===== config.mk =====
export PLATFORM = sky130hd
export DESIGN_NAME = rtc_bus_writer
export DESIGN_NICKNAME = d
export VERILOG_FILES = /design/src/rtl/rtc_bus_pkg.sv /design/src/rtl/rtc_phase_timer.sv /design/src/rtl/rtc_bus_writer.sv
export SDC_FILE = /design/constraint.sdc
export NUM_CORES = 1
export LEC_CHECK = 0
export ABC_CLOCK_PERIOD_IN_PS = 3450
export BUFFER_PORTS_ARGS = -buffer_cell sky130_fd_sc_hd__buf_2
export CORE_MARGIN = 4
export CORE_UTILIZATION = 55
export CTS_BUF_LIST = sky130_fd_sc_hd__clkbuf_2
export CTS_CLUSTER_DIAMETER = 200
export CTS_CLUSTER_SIZE = 40
export DETAILED_ROUTE_END_ITERATION = 6
export PLACE_DENSITY_LB_ADDON = 0.15
export SLEW_MARGIN = 0
export SYNTH_ARGS = -nofsm -noshare
export SYNTH_HDL_FRONTEND = slang
export SYNTH_SLANG_ARGS = --single-unit

===== constraint.sdc =====
create_clock -name clk -period 3.45 [get_ports clk]
set_clock_uncertainty 0.15 [all_clocks]
set_input_delay 0.69 -clock clk [delete_from_list [all_inputs] [get_ports clk]]
set_output_delay 0.69 -clock clk [all_outputs]
set_load 0.02 [all_outputs]

===== src/rtl/rtc_bus_pkg.sv =====
// Shared definitions for the RTC multiplexed-bus masters: state encoding,
// default phase timing and the value the bus pins rest at when nothing is driving.
package rtc_bus_pkg;

    typedef enum logic [3:0] {
        ST_IDLE     = 4'd0,
        ST_A_SETUP  = 4'd1,
        ST_A_STROBE = 4'd2,
        ST_A_HOLD   = 4'd3,
        ST_GAP      = 4'd4,
        ST_D_SETUP  = 4'd5,
        ST_D_STROBE = 4'd6,
        ST_D_HOLD   = 4'd7,
        ST_DONE     = 4'd8
    } state_t;

    localparam int T_SETUP_DEF = 2;
    localparam int T_PULSE_DEF = 4;
    localparam int T_HOLD_DEF  = 2;
    localparam int T_GAP_DEF   = 4;

    localparam logic [7:0] AD_IDLE     = 8'h00;
    localparam logic       A_D_IDLE    = 1'b1;
    localparam logic       STROBE_IDLE = 1'b1;

    typedef struct packed {
        logic [7:0] ad_out;
        logic       ad_oe;
        logic       a_d;
        logic       cs_n;
        logic       wr_n;
        logic       busy;
        logic       done;
    } bus_out_t;

    localparam bus_out_t BUS_IDLE = '{
        ad_out: AD_IDLE,
        ad_oe:  1'b0,
        a_d:    A_D_IDLE,
        cs_n:   STROBE_IDLE,
        wr_n:   STROBE_IDLE,
        busy:   1'b0,
        done:   1'b0
    };

    // A phase of N clocks is timed by loading N-1 and advancing on zero.
    function automatic logic [7:0] phase_load(input int cycles);
        return 8'(cycles - 1);
    endfunction

endpackage


===== src/rtl/rtc_phase_timer.sv =====
// Loadable 8-bit down-counter; zero_o is high while the count sits at 0.
module rtc_phase_timer (
    input  logic       clk,
    input  logic       reset,
    input  logic       load_i,
    input  logic [7:0] load_val_i,
    output logic       zero_o
);

    logic [7:0] cnt_q;
    logic [7:0] cnt_d;

    always_comb begin
        cnt_d = cnt_q;
        if (load_i) begin
            cnt_d = load_val_i;
        end else if (cnt_q != 8'd0) begin
            cnt_d = cnt_q - 8'd1;
        end
    end

    always_ff @(posedge clk) begin
        if (reset) begin
            cnt_q <= 8'd0;
        end else begin
            cnt_q <= cnt_d;
        end
    end

    assign zero_o = (cnt_q == 8'd0);

endmodule


===== src/rtl/rtc_bus_writer.sv =====
// Write master for the RTC multiplexed AD bus: address phase, bus gap, data
// phase. Every output comes straight from a register loaded from the next state.
module rtc_bus_writer
    import rtc_bus_pkg::*;
#(
    parameter int T_SETUP = T_SETUP_DEF,
    parameter int T_PULSE = T_PULSE_DEF,
    parameter int T_HOLD  = T_HOLD_DEF,
    parameter int T_GAP   = T_GAP_DEF
) (
    input  logic       clk,
    input  logic       reset,
    input  logic       start,
    input  logic [7:0] addr,
    input  logic [7:0] wdata,
    output logic [7:0] ad_out,
    output logic       ad_oe,
    output logic       a_d,
    output logic       cs_n,
    output logic       wr_n,
    output logic       rd_n,
    output logic       busy,
    output logic       done
);

    state_t     state_q, state_d;
    logic [7:0] addr_q, addr_d;
    logic [7:0] wdata_q, wdata_d;
    bus_out_t   out_q, out_d;
    logic       tmr_load;
    logic [7:0] tmr_val;
    logic       tmr_zero;

    rtc_phase_timer u_timer (
        .clk        (clk),
        .reset      (reset),
        .load_i     (tmr_load),
        .load_val_i (tmr_val),
        .zero_o     (tmr_zero)
    );

    always_comb begin
        state_d  = state_q;
        addr_d   = addr_q;
        wdata_d  = wdata_q;
        tmr_load = 1'b0;
        tmr_val  = 8'd0;
        unique case (state_q)
            ST_IDLE: if (start) begin
                state_d  = ST_A_SETUP;
                addr_d   = addr;
                wdata_d  = wdata;
                tmr_load = 1'b1;
                tmr_val  = phase_load(T_SETUP);
            end
            ST_A_SETUP: if (tmr_zero) begin
                state_d  = ST_A_STROBE;
                tmr_load = 1'b1;
                tmr_val  = phase_load(T_PULSE);
            end
            ST_A_STROBE: if (tmr_zero) begin
                state_d  = ST_A_HOLD;
                tmr_load = 1'b1;
                tmr_val  = phase_load(T_HOLD);
            end
            ST_A_HOLD: if (tmr_zero) begin
                state_d  = ST_GAP;
                tmr_load = 1'b1;
                tmr_val  = phase_load(T_GAP);
            end
            ST_GAP: if (tmr_zero) begin
                state_d  = ST_D_SETUP;
                tmr_load = 1'b1;
                tmr_val  = phase_load(T_SETUP);
            end
            ST_D_SETUP: if (tmr_zero) begin
                state_d  = ST_D_STROBE;
                tmr_load = 1'b1;
                tmr_val  = phase_load(T_PULSE);
            end
            ST_D_STROBE: if (tmr_zero) begin
                state_d  = ST_D_HOLD;
                tmr_load = 1'b1;
                tmr_val  = phase_load(T_HOLD);
            end
            ST_D_HOLD: if (tmr_zero) begin
                state_d = ST_DONE;
            end
            ST_DONE: state_d = ST_IDLE;
            default: state_d = ST_IDLE;
        endcase
    end

    // Decoding the next state keeps the pins registered yet aligned with the state.
    always_comb begin
        out_d      = BUS_IDLE;
        out_d.busy = (state_d != ST_IDLE);
        unique case (state_d)
            ST_A_SETUP, ST_A_STROBE, ST_A_HOLD: begin
                out_d.ad_oe  = 1'b1;
                out_d.ad_out = addr_d;
                out_d.a_d    = 1'b0;
            end
            ST_D_SETUP, ST_D_STROBE, ST_D_HOLD: begin
                out_d.ad_oe  = 1'b1;
                out_d.ad_out = wdata_d;
                out_d.a_d    = 1'b1;
            end
            ST_DONE: out_d.done = 1'b1;
            default: ;
        endcase
        if (state_d == ST_A_STROBE || state_d == ST_D_STROBE) begin
            out_d.cs_n = 1'b0;
            out_d.wr_n = 1'b0;
        end
    end

    always_ff @(posedge clk) begin
        if (reset) begin
            state_q <= ST_IDLE;
            addr_q  <= 8'd0;
            wdata_q <= 8'd0;
            out_q   <= BUS_IDLE;
        end else begin
            state_q <= state_d;
            addr_q  <= addr_d;
            wdata_q <= wdata_d;
            out_q   <= out_d;
        end
    end

    assign ad_out = out_q.ad_out;
    assign ad_oe  = out_q.ad_oe;
    assign a_d    = out_q.a_d;
    assign cs_n   = out_q.cs_n;
    assign wr_n   = out_q.wr_n;
    assign busy   = out_q.busy;
    assign done   = out_q.done;
    assign rd_n   = STROBE_IDLE;

endmodule


Word-level counts from Yosys, hierarchy flattened --
Index checks and enable logic that the tools add are counted.
Storage, ports and cells: input port bits 19, output and inout port bits 15, word-level logic and storage cells 62, bits in registers 42
Operators by class: muxes and demuxes 25, equality and inequality tests 14, reduce and logical (&&, ||, !) cells 11, add/subtract/negate cells 1
Operators by type and width (count):
- 8-bit two-way mux | 6
- 4-bit two-way mux | 8
- 4-bit one-hot mux with 8 select lines | 1
- 4-bit by 3-bit equality test with 1-bit output, second input constant | 7
- 10-bit one-hot mux with 2 select lines | 1
- 4-bit by 2-bit equality test with 1-bit output, second input constant | 4
- 3-bit OR reduction | 4
- 4-bit by 1-bit equality test with 1-bit output, second input constant | 2
- 8-bit zero test | 1
- 8-bit nonzero test | 1
- 8-bit by 1-bit subtractor with 8-bit output, second input constant | 1
- 2-bit one-hot mux with 3 select lines | 1
- 6-bit OR reduction | 1
- 1-bit two-way mux | 5
- 4-bit equality test, second input constant | 1
- 4-bit zero test | 1
- 2-bit two-way mux | 2
- 4-bit nonzero test | 1
- 1-bit one-hot mux with 2 select lines | 1
- 2-bit nonzero test | 1
- 1-bit logical OR | 1

Logic depth before layout (Yosys ltp) --
Gate-level depths: netlist (run 1).
depth after elaboration 6, gate-level depth with buffers 7, depth with buffers taken out 6

By module --
Synthesis (run 1) repeated with hierarchy kept, for this count alone.
Second synthesis, totals: cells, all modules 174, area, all modules 1696.6 um^2
Modules (own cells, without submodules):
- rtc_bus_writer | area each 1221.2 um^2, times used 1, seq. area each 660.6 um^2, cells each 121
- rtc_phase_timer | area each 475.5 um^2, times used 1, seq. area each 160.2 um^2, cells each 53

Least setup slack after synthesis (run 1) --
Ideal clock, no wire load.
path kind input to register, start point input start, end point register u_timer.cnt_q[4], library setup time 0.071 ns, required time 3.229 ns, arrival time 1.636 ns, stages 5, path buffers 1, setup slack 1.593 ns, path through nor2b_1 > clkbuf_1 > a21oi_1 > o21ai_1 > a21oi_1
Between the ends: longest elaborated chain between the ends 3, elaborated cells on any way between the ends 4, classes of those cells 3 x mux; 1 x reduce/logical
Ends and longest elaborated chain:
- from (decl) | RTL line rtc_bus_writer.sv:13 | input logic start,
- 1-bit two-way mux (*) | RTL line rtc_bus_writer.sv:49 | ST_IDLE: if (start) begin
- 1-bit one-hot mux with 2 select lines (*) | RTL line rtc_bus_writer.sv:48 | unique case (state_q)
- 8-bit two-way mux or 2-bit nonzero test (tied branches)
- to (signal assigned) | RTL line rtc_phase_timer.sv:26 | cnt_q <= cnt_d;
- to (decl) | RTL line rtc_phase_timer.sv:10 | logic [7:0] cnt_q;
Every way passes the cells marked *; elsewhere a longest branch is shown, timed or not. A chain may end at the register's enable or synchronous reset.

Worst setup path in the final report (run 1) --
start point register u_timer.cnt_q[0], end point register out_q (netlist bit ad_out[3])
Between the ends: longest elaborated chain between the ends 6, elaborated cells on any way between the ends 18, classes of those cells 6 x eq/ne; 9 x mux; 3 x reduce/logical
Ends and longest elaborated chain:
- 8-bit zero test (*) | RTL line rtc_phase_timer.sv:30 | assign zero_o = (cnt_q == 8'd0);
- 4-bit two-way mux, or another cell as far along | RTL line rtc_bus_writer.sv:86 | ST_D_HOLD: if (tmr_zero) begin
- 4-bit one-hot mux with 8 select lines (*) | RTL line rtc_bus_writer.sv:48
- 4-bit by 3-bit equality test with 1-bit output, or another cell as far along | RTL line rtc_bus_writer.sv:98 | unique case (state_d)
- 3-bit OR reduction | RTL line rtc_bus_writer.sv:98
- 10-bit one-hot mux with 2 select lines (*) | RTL line rtc_bus_writer.sv:98
- to (signal assigned) | RTL line rtc_bus_writer.sv:128 | out_q <= out_d;
- to (decl) | RTL line rtc_bus_writer.sv:29 | bus_out_t out_q, out_d;
Marks and branches as above.

==> impl_metrics.prom, run 1 <==
# TYPE chip_impl_metric gauge
chip_impl_metric{name="power.total",unit="mW"} 1.69
chip_impl_metric{name="yosys.cell_types.count",unit=""} 48
chip_impl_metric{name="max_freq",unit="MHz"} 449
chip_impl_metric{name="grt_max_degree",unit=""} 32
chip_impl_metric{name="syn_to_final_growth",unit="%"} 9.44
chip_impl_info{name="holdCritStartpoint",value="u_timer.cnt_q[7]"} 1
chip_impl_metric{name="yosys_register_bits",unit=""} 41
chip_impl_metric{name="synth-edff-count",unit=""} 0
chip_impl_metric{name="synth_seq_area_share",unit="%"} 44.2
chip_impl_metric{name="timing.final.crit_share",unit="%"} 64.5
chip_impl_metric{name="synth_area_in_compound_gates",unit="%"} 21.6
chip_impl_metric{name="detail_route.first_pass.iterations",unit=""} 5
chip_impl_metric{name="layout.core_utilization",unit="%"} 64.9
chip_impl_metric{name="drt_drc_violations_left",unit=""} 0
chip_impl_metric{name="final-max-slew-violation-count",unit=""} 0
chip_impl_info{name="run_status",value="finished, final reports clean"} 1
chip_impl_metric{name="clock_buffer_count_from_cts",unit=""} 5
chip_impl_metric{name="timing.critical_path.fanout_max",unit=""} 12
chip_impl_metric{name="detailroute.via_count",unit=""} 1543
chip_impl_metric{name="power_density",unit="nW/um^2"} 830
chip_impl_metric{name="die_h",unit="um"} 66.1
chip_impl_metric{name="cts.htree.levels",unit=""} 2
chip_impl_metric{name="io_buffers",unit=""} 32
chip_impl_metric{name="dieArea",unit="um^2"} 4370
chip_impl_metric{name="synthesized_cell_area",unit="um^2"} 1860
chip_impl_metric{name="postSynth.asyncResetShare",unit="%"} 0
chip_impl_metric{name="yosys.area_share.simple",unit="%"} 18.5
chip_impl_metric{name="setup_total_negative_slack",unit="ns"} 0
chip_impl_metric{name="cts_resized",unit=""} 0
chip_impl_metric{name="detail_route.wl_per_cell",unit="um"} 14.4
chip_impl_info{name="critical_path.endpoint_type",value="register"} 1
chip_impl_metric{name="grt_pass1_wl",unit="um"} 6470
chip_impl_metric{name="n_antenna_cell",unit=""} 0
chip_impl_info{name="synth.largest_area_cell",value="sky130_fd_sc_hd__dfxtp_1"} 1
chip_impl_metric{name="drt.antenna.violating_nets",unit=""} 0
chip_impl_metric{name="antenna_found_initial",unit=""} 0
chip_impl_metric{name="timing.critical_path.required",unit="ns"} 3.62
chip_impl_metric{name="synthesis.nets",unit=""} 221
chip_impl_metric{name="synth_top_area_share",unit="%"} 44.2
chip_impl_metric{name="clk-insertion-delay-late",unit="ns"} 0.40
chip_impl_metric{name="worst_slew_pin_slew",unit="ns"} 0.631
chip_impl_metric{name="gp_congestion",unit=""} 0.860
chip_impl_metric{name="placed_area",unit="um^2"} 1990
chip_impl_metric{name="final_area",unit="um^2"} 2030
chip_impl_info{name="cp-startpoint",value="u_timer.cnt_q[0]"} 1
chip_impl_metric{name="leakage",unit="nW"} 0.900
chip_impl_info{name="critPathLaunchType",value="register"} 1
chip_impl_metric{name="hpwl",unit="um"} 2750
chip_impl_metric{name="final_nets",unit=""} 246
chip_impl_metric{name="postSynthAreaPerCell",unit="um^2"} 9.23
chip_impl_metric{name="routed_wirelength",unit="um"} 3890
chip_impl_metric{name="period_minus_slack",unit="ns"} 2.23
chip_impl_metric{name="max-vdd-ir-drop",unit="V"} 0.000384
chip_impl_metric{name="clock_tree.buffer_depth",unit=""} 2
chip_impl_metric{name="floorplan.die.width",unit="um"} 66.1
chip_impl_info{name="synthFlopType",value="sky130_fd_sc_hd__dfxtp_1"} 1
chip_impl_metric{name="io-pin-count",unit=""} 34
chip_impl_info{name="cts_tree",value="done"} 1
chip_impl_metric{name="dr.first_iter.drc_count",unit=""} 109
chip_impl_info{name="hold_class",value="reg -> reg"} 1
chip_impl_metric{name="global_route.usage.total",unit="%"} 18.8
chip_impl_metric{name="post_synth_fa_ha_maj_area_fraction",unit="%"} 0.674
chip_impl_metric{name="grt_overflow",unit=""} 0
chip_impl_metric{name="vias_in_the_first_global_route",unit=""} 1442
chip_impl_metric{name="setup-violations-final",unit=""} 0
chip_impl_info{name="grt_setup_unrepaired",value="false"} 1
chip_impl_info{name="ys_top_cells_by_area",value="sky130_fd_sc_hd__dfxtp_1 44%, sky130_fd_sc_hd__mux2i_1 5.9%, sky130_fd_sc_hd__o32ai_1 3.3%, sky130_fd_sc_hd__a21o_1 3.2%, sky130_fd_sc_hd__inv_1 3.0%"} 1
chip_impl_metric{name="num_rows",unit=""} 20
chip_impl_metric{name="slew-limit-headroom",unit="%"} 57.8
chip_impl_info{name="cts_root_buffer",value="sky130_fd_sc_hd__clkbuf_2"} 1
chip_impl_metric{name="synth.yosys.warnings",unit=""} 0
chip_impl_metric{name="routed_via_density",unit=""} 5.69
chip_impl_metric{name="post_cts_buffers",unit=""} 0
chip_impl_metric{name="worstPathArrival",unit="ns"} 2.40
chip_impl_metric{name="post_route_cells_drive_above_1_share",unit="%"} 23.3
chip_impl_metric{name="initial_core_util",unit="%"} 59.3
chip_impl_metric{name="clkSlewWorstSetupHoldPaths",unit="ns"} 0.20
chip_impl_metric{name="synth.area.mux_share",unit="%"} 5.93
chip_impl_info{name="type_of_the_worst_setup_path",value="reg -> reg"} 1
chip_impl_metric{name="clock-sinks",unit=""} 41
chip_impl_info{name="synth_top_family_by_area",value="compound AO/OA/AOI/OAI gates"} 1
chip_impl_metric{name="core_region_area",unit="um^2"} 3130
chip_impl_metric{name="finalHoldViolations",unit=""} 0
chip_impl_metric{name="synthXorXnorAreaFrac",unit="%"} 0.944
chip_impl_metric{name="hold_buffers",unit=""} 0
chip_impl_info{name="critical_path.reg2reg.startpoint",value="u_timer.cnt_q[0]"} 1
chip_impl_metric{name="max_cap_violations",unit=""} 0
chip_impl_metric{name="post_synth_inst_count",unit=""} 201
## synth_stat cells (2+ instances only)
library cell               number
sky130_fd_sc_hd__mux2i_1       11
sky130_fd_sc_hd__nor2b_1        2
sky130_fd_sc_hd__a31oi_1        4
sky130_fd_sc_hd__dfxtp_1       41
sky130_fd_sc_hd__o21ai_0       11
sky130_fd_sc_hd__or2_2          2
sky130_fd_sc_hd__nand4_1        3
sky130_fd_sc_hd__a21o_1         8
sky130_fd_sc_hd__or3_1          4
sky130_fd_sc_hd__o211ai_1       5
sky130_fd_sc_hd__a21oi_1        5
sky130_fd_sc_hd__inv_1         15
sky130_fd_sc_hd__nand3_1       11
sky130_fd_sc_hd__nor2_1        14
sky130_fd_sc_hd__buf_4          4
sky130_fd_sc_hd__nor3_1         6
sky130_fd_sc_hd__buf_6          2
sky130_fd_sc_hd__nand2_1        8
sky130_fd_sc_hd__o32ai_1        7
sky130_fd_sc_hd__clkbuf_1       6
sky130_fd_sc_hd__buf_2          3
sky130_fd_sc_hd__and3_1         3
## layout make-up
type                    count  area [um^2]
fillers                   262         1100
multi-input cells         130          888
flip-flops and latches     41          821
repair buffers             33          168
inverters                  15         56.3
well taps                  44         55.1
clock buffers               5         25.0
clock inverters             3         17.5
## critical path, cell delays in order (launching register included)
cell,delay [ns]
sky130_fd_sc_hd__dfxtp_1,0.37
sky130_fd_sc_hd__inv_1,0.08
sky130_fd_sc_hd__ha_1,0.19
sky130_fd_sc_hd__or4b_4,0.53
sky130_fd_sc_hd__nor2_4,0.30
sky130_fd_sc_hd__o2111ai_2,0.31
sky130_fd_sc_hd__o32ai_1,0.22
## state kept, by name (all words and copies together), names as in the netlist
signal and count:
ad_out 8, addr_q 8, u_timer.cnt_q 8, wdata_q 8, state_q 4, a_d 1, ad_oe 1, busy 1
cs_n 1, done 1
## report_power, final
group / total (mW) / internal (mW) / switching [mW]
sequential: 0.665 / 0.580 / 0.0842
combinational: 0.816 / 0.314 / 0.502
clock: 0.205 / 0.0473 / 0.158
## kinds of logic (layout without fill, tap and decap cells)
group	Yosys count	count (layout)
AOI/OAI and AO/OA	54	54
xor gates and xnor gates	2	2
adders and majority gates	1	1
buffers and inverters	30	56
DFF	41	41
muxes	11	11
other	1	1
and+or+nand+nor	61	61
## cell usage in the layout, fill, tap and decap left out, types with 2 or more instances in the layout
cell type / instances
sky130_fd_sc_hd__and3_1: 3
sky130_fd_sc_hd__nand4_1: 3
sky130_fd_sc_hd__nor3_1: 6
sky130_fd_sc_hd__or2_2: 2
sky130_fd_sc_hd__o32ai_1: 7
sky130_fd_sc_hd__clkbuf_2: 5
sky130_fd_sc_hd__a21o_1: 8
sky130_fd_sc_hd__buf_2: 32
sky130_fd_sc_hd__nor2_1: 14
sky130_fd_sc_hd__nor2b_1: 2
sky130_fd_sc_hd__nand2_1: 8
sky130_fd_sc_hd__a21oi_1: 5
sky130_fd_sc_hd__dfxtp_1: 41
sky130_fd_sc_hd__clkinv_2: 2
sky130_fd_sc_hd__or3_1: 4
sky130_fd_sc_hd__inv_1: 15
sky130_fd_sc_hd__o21ai_0: 11
sky130_fd_sc_hd__o211ai_1: 5
sky130_fd_sc_hd__mux2i_1: 11
sky130_fd_sc_hd__a31oi_1: 4
sky130_fd_sc_hd__nand3_1: 11
## path summary, 6_finish.rpt
check | end | slack [ns] | depth (start not counted)
worst max-delay path | ad_out[3] | 1.22 | 6
worst min-delay path | u_timer.cnt_q[7] | 0.36 | 2
worst max register to register | ad_out[3] | 1.22 | 6
worst min register to register | u_timer.cnt_q[7] | 0.36 | 2
## per-layer routing
layer	routed length, um	GRT usage (%)
met5	0	0
met3	273	5.44
met2	1860	30.2
met4	48	6.35
met1	1710	24.1
## through the flow
step / std cells / hold WS (ns) / worst slack, ns
floorplan: 201 / 0.305 / 1.59
global placement: 263 / 0.320 / 1.13
detailed placement: 263 / 0.339 / 1.10
CTS: 271 / 0.363 / 1.23
global route: 271 / 0.378 / 1.07
finish: 271 / 0.364 / 1.22
Note: power is estimated with default switching activity, not from simulation.
==> inputs of run 2 (changes only) <==
--- a/config.mk
+++ b/config.mk
@@ -5,7 +5,7 @@
 export SDC_FILE = /design/constraint.sdc
 export NUM_CORES = 1
 export LEC_CHECK = 0
-export ABC_CLOCK_PERIOD_IN_PS = 3450
+export ABC_CLOCK_PERIOD_IN_PS = 2120
 export BUFFER_PORTS_ARGS = -buffer_cell sky130_fd_sc_hd__buf_2
 export CORE_MARGIN = 4
 export CORE_UTILIZATION = 55
==> constraint.sdc (replaced) <==
create_clock -name clk -period 2.12 [get_ports clk]
set_clock_uncertainty 0.15 [all_clocks]
set_input_delay 0.424 -clock clk [delete_from_list [all_inputs] [get_ports clk]]
set_output_delay 0.424 -clock clk [all_outputs]
set_load 0.02 [all_outputs]
==> run 2 against run 1 <==
Register-to-register slack got worse by 1.1 ns. Worst hold slack got worse by 0.26 ns. Largest cell class unchanged. Critical path type unchanged. Clock power increased by 130%.
==> impl_metrics.prom, run 2 (synthesis gave the netlist of run 1 again) <==
# TYPE chip_impl_metric gauge
chip_impl_metric{name="syn_to_final_growth",unit="%"} 15.5
chip_impl_metric{name="detail_route.first_pass.iterations",unit=""} 4
chip_impl_metric{name="dieArea",unit="um^2"} 4370
chip_impl_metric{name="setup_total_negative_slack",unit="ns"} 0
chip_impl_metric{name="worstPathArrival",unit="ns"} 2.19
chip_impl_metric{name="detail_route.wl_per_cell",unit="um"} 14.5
chip_impl_info{name="hold_class",value="in -> reg"} 1
chip_impl_metric{name="clk-insertion-delay-late",unit="ns"} 0.43
chip_impl_metric{name="grt_max_degree",unit=""} 19
chip_impl_metric{name="post_route_cells_drive_above_1_share",unit="%"} 26.7
chip_impl_metric{name="ff_latch_area",unit="um^2"} 821
chip_impl_metric{name="detailedPlace.worstSlack",unit="ns"} 0.126
chip_impl_metric{name="finalHoldViolations",unit=""} 0
chip_impl_info{name="layout_common_cells",value="41 x sky130_fd_sc_hd__dfxtp_1, 32 x sky130_fd_sc_hd__buf_2, 15 x sky130_fd_sc_hd__inv_1"} 1
chip_impl_metric{name="power.total",unit="mW"} 3.02
chip_impl_metric{name="timing.critical_path.fanout_max",unit=""} 9
chip_impl_info{name="type_of_the_worst_setup_path",value="reg -> reg"} 1
chip_impl_metric{name="global_route.usage.total",unit="%"} 20.8
chip_impl_metric{name="cts.htree.levels",unit=""} 2
chip_impl_metric{name="timing.final.crit_share",unit="%"} 94.2
chip_impl_info{name="cts_root_buffer",value="sky130_fd_sc_hd__clkbuf_2"} 1
chip_impl_metric{name="io_buffers",unit=""} 32
chip_impl_metric{name="reg2reg_setup_slack",unit="ns"} 0.12
chip_impl_metric{name="multi_input_combinational_cell_area",unit="um^2"} 905
chip_impl_metric{name="leakage",unit="nW"} 0.955
chip_impl_metric{name="layout.core_utilization",unit="%"} 68.5
chip_impl_metric{name="place.detailed.instances",unit=""} 272
chip_impl_metric{name="antenna_found_initial",unit=""} 0
chip_impl_info{name="min_delay_worst_endpoint",value="addr_q[4]"} 1
chip_impl_metric{name="max_cap_violations",unit=""} 0
chip_impl_info{name="critical_path.reg2reg.startpoint",value="u_timer.cnt_q[1]"} 1
chip_impl_info{name="run_status",value="finished, final reports clean"} 1
chip_impl_metric{name="grt_overflow",unit=""} 0
chip_impl_metric{name="period_minus_slack",unit="ns"} 2.00
chip_impl_metric{name="final_area",unit="um^2"} 2140
chip_impl_metric{name="io-pin-count",unit=""} 34
chip_impl_metric{name="die_h",unit="um"} 66.1
chip_impl_info{name="holdCritStartpoint",value="addr[4]"} 1
chip_impl_info{name="critical_path.endpoint_type",value="register"} 1
chip_impl_metric{name="detailroute.via_count",unit=""} 1574
chip_impl_info{name="critPathLaunchType",value="register"} 1
chip_impl_info{name="crit-reg2reg-capture",value="ad_out[3]"} 1
chip_impl_metric{name="hold_buffers",unit=""} 0
chip_impl_metric{name="clkSlewWorstSetupHoldPaths",unit="ns"} 0.22
chip_impl_metric{name="placed_area",unit="um^2"} 2060
chip_impl_metric{name="initial_core_util",unit="%"} 59.3
chip_impl_metric{name="max-vdd-ir-drop",unit="V"} 0.00106
chip_impl_metric{name="final_cell_count_no_fill",unit=""} 280
chip_impl_metric{name="hpwl",unit="um"} 2960
chip_impl_metric{name="clock-sinks",unit=""} 41
chip_impl_info{name="final_common_cell",value="sky130_fd_sc_hd__dfxtp_1"} 1
chip_impl_metric{name="dr.first_iter.drc_count",unit=""} 123
chip_impl_metric{name="final-max-slew-violation-count",unit=""} 0
chip_impl_metric{name="core_region_area",unit="um^2"} 3130
chip_impl_metric{name="gp_congestion",unit=""} 0.839
chip_impl_metric{name="num_rows",unit=""} 20
chip_impl_metric{name="power_density",unit="nW/um^2"} 1410
chip_impl_metric{name="floorplan.die.width",unit="um"} 66.1
chip_impl_metric{name="n_antenna_cell",unit=""} 0
chip_impl_metric{name="grt_pass1_wl",unit="um"} 6710
chip_impl_info{name="grt_setup_unrepaired",value="false"} 1
chip_impl_metric{name="setup-violations-final",unit=""} 0
chip_impl_metric{name="drt_drc_violations_left",unit=""} 0
chip_impl_metric{name="timing.reg2reg.worst_path_depth",unit=""} 7
chip_impl_metric{name="timing.critical_path.required",unit="ns"} 2.31
chip_impl_metric{name="fin_worst_hold_slack",unit="ns"} 0.101
chip_impl_metric{name="routed_via_density",unit=""} 5.62
chip_impl_info{name="cts_tree",value="done"} 1
chip_impl_metric{name="clock_buffer_count_from_cts",unit=""} 5
chip_impl_metric{name="drt.antenna.violating_nets",unit=""} 0
chip_impl_metric{name="final_nets",unit=""} 255
chip_impl_metric{name="vias_in_the_first_global_route",unit=""} 1405
chip_impl_metric{name="clock_tree.buffer_depth",unit=""} 2
chip_impl_metric{name="whs_path_depth",unit=""} 3
chip_impl_metric{name="routed_wirelength",unit="um"} 4060
chip_impl_metric{name="finalWorstSetupSlack",unit="ns"} 0.122
chip_impl_metric{name="max_freq",unit="MHz"} 501
chip_impl_metric{name="filler_cell_count",unit=""} 254
run 2: area by class of cell:
class	count	area share, %
clock inverter	3	2.16
clock buffer	5	1.17
inverter	15	2.63
tap	44	2.57
sequential	41	38.3
timing repair buffer	42	11.0
multi-input combinational	130	42.2
run 2: metal layers:
layer  routed length (um)  track usage [%]  up-vias  part of all wire, %
li1                     -                -      788                    -
met2                 1980             33.7       53                   49
met5                    0                0        -                    0
met1                 1710             25.1      726                   42
met3                  303             6.97        7                  7.5
met4                   57             8.38        0                  1.4
run 2: what timing repair did:
action,4_1_cts,5_1_grt
endpoints found under the setup margin,0,6
gates resized for setup,0,2
setup buffers,0,0
hold endpoints to repair,0,0
run 2: power by group:
group          total [mW]  switching, mW  internal (mW)
clock network       0.478          0.277          0.201
registers            1.08          0.134          0.945
logic                1.46          0.848          0.615
run 2: how the worst max path moves through the flow:
stage / depth (start not counted) / endpoint / from / slack, ns
after floorplan: 6 / u_timer.cnt_q[6] / u_timer.cnt_q[0] / 0.29
after global placement: 4 / ad_out[6] / state_q[1] / 0.19
after detailed placement: 6 / ad_out[0] / u_timer.cnt_q[0] / 0.13
after CTS: 4 / ad_out[3] / state_q[1] / 0.08
after global routing: 7 / ad_out[5] / u_timer.cnt_q[0] / 0.0009
final: 7 / ad_out[3] / u_timer.cnt_q[1] / 0.12
run 2: worst max-delay path, stage by stage, from the launching register on:
cell                       delay, ns
sky130_fd_sc_hd__dfxtp_1        0.42
sky130_fd_sc_hd__inv_1          0.06
sky130_fd_sc_hd__ha_1           0.20
sky130_fd_sc_hd__nor4b_2        0.16
sky130_fd_sc_hd__buf_4          0.16
sky130_fd_sc_hd__nand4_1        0.14
sky130_fd_sc_hd__o211ai_2       0.24
sky130_fd_sc_hd__o32ai_1        0.38
==> inputs of run 3 (changes only) <==
--- a/config.mk
+++ b/config.mk
@@ -5,7 +5,7 @@
 export SDC_FILE = /design/constraint.sdc
 export NUM_CORES = 1
 export LEC_CHECK = 0
-export ABC_CLOCK_PERIOD_IN_PS = 2120
+export ABC_CLOCK_PERIOD_IN_PS = 2350
 export BUFFER_PORTS_ARGS = -buffer_cell sky130_fd_sc_hd__buf_2
 export CORE_MARGIN = 4
 export CORE_UTILIZATION = 55
==> constraint.sdc (replaced) <==
create_clock -name clk -period 2.35 [get_ports clk]
set_clock_uncertainty 0.15 [all_clocks]
set_input_delay 0.47 -clock clk [delete_from_list [all_inputs] [get_ports clk]]
set_output_delay 0.47 -clock clk [all_outputs]
set_load 0.02 [all_outputs]
==> run 3 against run 2 <==
Worst hold slack gained 0.055 ns. Largest cell class unchanged. Clock-buffer cell count is the same. Routed wire length shrank 3.5%. Critical path type unchanged. Critical endpoint is now ad_out[7]. Highest routed layer unchanged.
==> impl_metrics.prom, run 3 (synthesis gave the netlist of run 1 again) <==
# TYPE chip_impl_metric gauge
chip_impl_metric{name="detail_route.wl_per_cell",unit="um"} 14.4
chip_impl_metric{name="post_cts_buffers",unit=""} 0
chip_impl_metric{name="clock_buffer_count_from_cts",unit=""} 5
chip_impl_info{name="final_common_cell",value="sky130_fd_sc_hd__dfxtp_1"} 1
chip_impl_info{name="grt_setup_unrepaired",value="false"} 1
chip_impl_metric{name="core_region_area",unit="um^2"} 3130
chip_impl_metric{name="ff_latch_area",unit="um^2"} 821
chip_impl_metric{name="dr.first_iter.drc_count",unit=""} 84
chip_impl_metric{name="detailedPlace.worstSlack",unit="ns"} 0.208
chip_impl_metric{name="setup_total_negative_slack",unit="ns"} 0
chip_impl_metric{name="period_minus_slack",unit="ns"} 2.19
chip_impl_metric{name="clock_tree.buffer_depth",unit=""} 2
chip_impl_info{name="hold_class",value="in -> reg"} 1
chip_impl_metric{name="gp_congestion",unit=""} 0.792
chip_impl_metric{name="final_nets",unit=""} 247
chip_impl_metric{name="dieArea",unit="um^2"} 4370
chip_impl_metric{name="setup-violations-final",unit=""} 0
chip_impl_metric{name="max_freq",unit="MHz"} 456
chip_impl_metric{name="grt_overflow",unit=""} 0
chip_impl_metric{name="grt_max_degree",unit=""} 32
chip_impl_metric{name="max-vdd-ir-drop",unit="V"} 0.000728
chip_impl_info{name="critical_path.endpoint_type",value="register"} 1
chip_impl_info{name="run_status",value="finished, final reports clean"} 1
chip_impl_metric{name="hpwl",unit="um"} 2800
chip_impl_metric{name="slew-limit-headroom",unit="%"} 62.1
chip_impl_metric{name="p_clk_share",unit="%"} 15.5
chip_impl_metric{name="io-pin-count",unit=""} 34
chip_impl_metric{name="timing.critical_path.fanout_max",unit=""} 12
chip_impl_metric{name="post_route_cells_drive_above_1_share",unit="%"} 23.2
chip_impl_metric{name="multi_input_combinational_cell_area",unit="um^2"} 888
chip_impl_metric{name="routed_wirelength",unit="um"} 3910
chip_impl_metric{name="routed_via_density",unit=""} 5.80
chip_impl_metric{name="max_cap_violations",unit=""} 0
chip_impl_metric{name="timing.final.crit_share",unit="%"} 93.3
chip_impl_metric{name="clkSlewWorstSetupHoldPaths",unit="ns"} 0.20
chip_impl_metric{name="final-max-slew-violation-count",unit=""} 0
chip_impl_metric{name="filler_cell_count",unit=""} 283
chip_impl_metric{name="finalHoldViolations",unit=""} 0
chip_impl_metric{name="critPathMaxStageDelay",unit="ns"} 0.51
chip_impl_metric{name="cts.htree.levels",unit=""} 2
chip_impl_metric{name="pwr-share-comb",unit="%"} 46.2
chip_impl_metric{name="io_buffers",unit=""} 32
chip_impl_metric{name="worstPathArrival",unit="ns"} 2.37
chip_impl_metric{name="switchingPower",unit="mW"} 1.08
chip_impl_metric{name="power_density",unit="nW/um^2"} 1240
chip_impl_info{name="cts_tree",value="done"} 1
chip_impl_metric{name="drt_drc_violations_left",unit=""} 0
chip_impl_info{name="critPathLaunchType",value="register"} 1
chip_impl_info{name="critical-path-slowest-cell",value="sky130_fd_sc_hd__or4b_4"} 1
chip_impl_info{name="layout_common_cells",value="41 x sky130_fd_sc_hd__dfxtp_1, 32 x sky130_fd_sc_hd__buf_2, 15 x sky130_fd_sc_hd__inv_1"} 1
chip_impl_metric{name="antenna_found_initial",unit=""} 0
chip_impl_metric{name="clock-sinks",unit=""} 41
chip_impl_metric{name="die_h",unit="um"} 66.1
chip_impl_metric{name="leakage",unit="nW"} 0.913
chip_impl_info{name="critical_path.cell_chain",value="inv_1, ha_1, or4b_4, nor2_4, o2111ai_2, o32ai_1"} 1
chip_impl_metric{name="floorplan.die.width",unit="um"} 66.1
chip_impl_metric{name="initial_core_util",unit="%"} 59.3
chip_impl_metric{name="p_sw_share",unit="%"} 42.0
chip_impl_metric{name="detail_route.first_pass.iterations",unit=""} 4
chip_impl_metric{name="clk-insertion-delay-late",unit="ns"} 0.40
chip_impl_metric{name="drt.antenna.violating_nets",unit=""} 0
chip_impl_metric{name="num_rows",unit=""} 20
chip_impl_metric{name="detailroute.via_count",unit=""} 1578
chip_impl_metric{name="n_antenna_cell",unit=""} 0
chip_impl_metric{name="intPower",unit="mW"} 1.49
chip_impl_info{name="type_of_the_worst_setup_path",value="reg -> reg"} 1
chip_impl_metric{name="syn_to_final_growth",unit="%"} 11.1
chip_impl_info{name="cts_root_buffer",value="sky130_fd_sc_hd__clkbuf_2"} 1
chip_impl_metric{name="sequentialPowerShare",unit="%"} 38.3
chip_impl_metric{name="timing.critical_path.required",unit="ns"} 2.53
chip_impl_metric{name="cts_resized",unit=""} 0
chip_impl_metric{name="vias_in_the_first_global_route",unit=""} 1396
chip_impl_metric{name="worst_slew_pin_slew",unit="ns"} 0.563
chip_impl_metric{name="global_route.usage.total",unit="%"} 19.4
chip_impl_metric{name="hold_buffers",unit=""} 0
chip_impl_metric{name="grt_pass1_wl",unit="um"} 6490
chip_impl_metric{name="finalWorstSetupSlack",unit="ns"} 0.158
## run 3: worst paths after layout
check | start | to | slack [ns] | cells past startpoint
max | u_timer.cnt_q[0] | ad_out[7] | 0.16 | 6
min | addr[7] | addr_q[7] | 0.16 | 3
max reg2reg | u_timer.cnt_q[0] | ad_out[7] | 0.16 | 6
min reg2reg | u_timer.cnt_q[7] | u_timer.cnt_q[7] | 0.36 | 2
## run 3: worst max-delay path: cells and delay by family (launching register included)
kind            cells  cell delay, ns
buf+inv             1            0.08
flops               1            0.37
simple gates        2            0.80
fa+ha+maj           1            0.18
compound gates      2            0.55
## run 3: power groups by stage
stage	logic (mW)	registers [mW]	clock network, mW
CTS	1.19	0.978	0.409
global placement	1.14	0.986	0
detailed placement	1.18	0.993	0
finish	1.19	0.982	0.399
floorplan	0.990	0.993	0
global route	1.32	1.00	0.443
## run 3: area by class of cell
class	instances	share of cell area, %
tap	44	2.67
inverter	15	2.73
timing repair buffer	34	8.50
clock inverter	3	2.00
clock buffer	5	1.21
multi-input combinational	130	43.1
sequential	41	39.8
## run 3: per-stage QoR
| stage | util (%) | hold WS [ns] | instance area, um^2 | instances | power [mW] |
|---|---|---|---|---|---|
| 3_5_place_dp | 63.8 | 0.336 | 2000 | 264 | 2.17 |
| 5_1_grt | 65.9 | 0.155 | 2060 | 272 | 2.76 |
| 2_1_floorplan | - | 0.305 | 1860 | 201 | 1.98 |
| 3_3_place_gp | 63.8 | 0.320 | 2000 | 264 | 2.13 |
| 6_report | 65.9 | 0.156 | 2060 | 272 | 2.57 |
| 4_1_cts | 65.9 | 0.141 | 2060 | 272 | 2.57 |
## run 3: per-layer routing
metal,global-route usage (%),share of wire (%),vias up
met1,23.8,44,742
li1,-,-,774
met2,32.3,48,55
met5,0,0,-
met3,5.95,6.6,7
met4,6.09,1.0,0
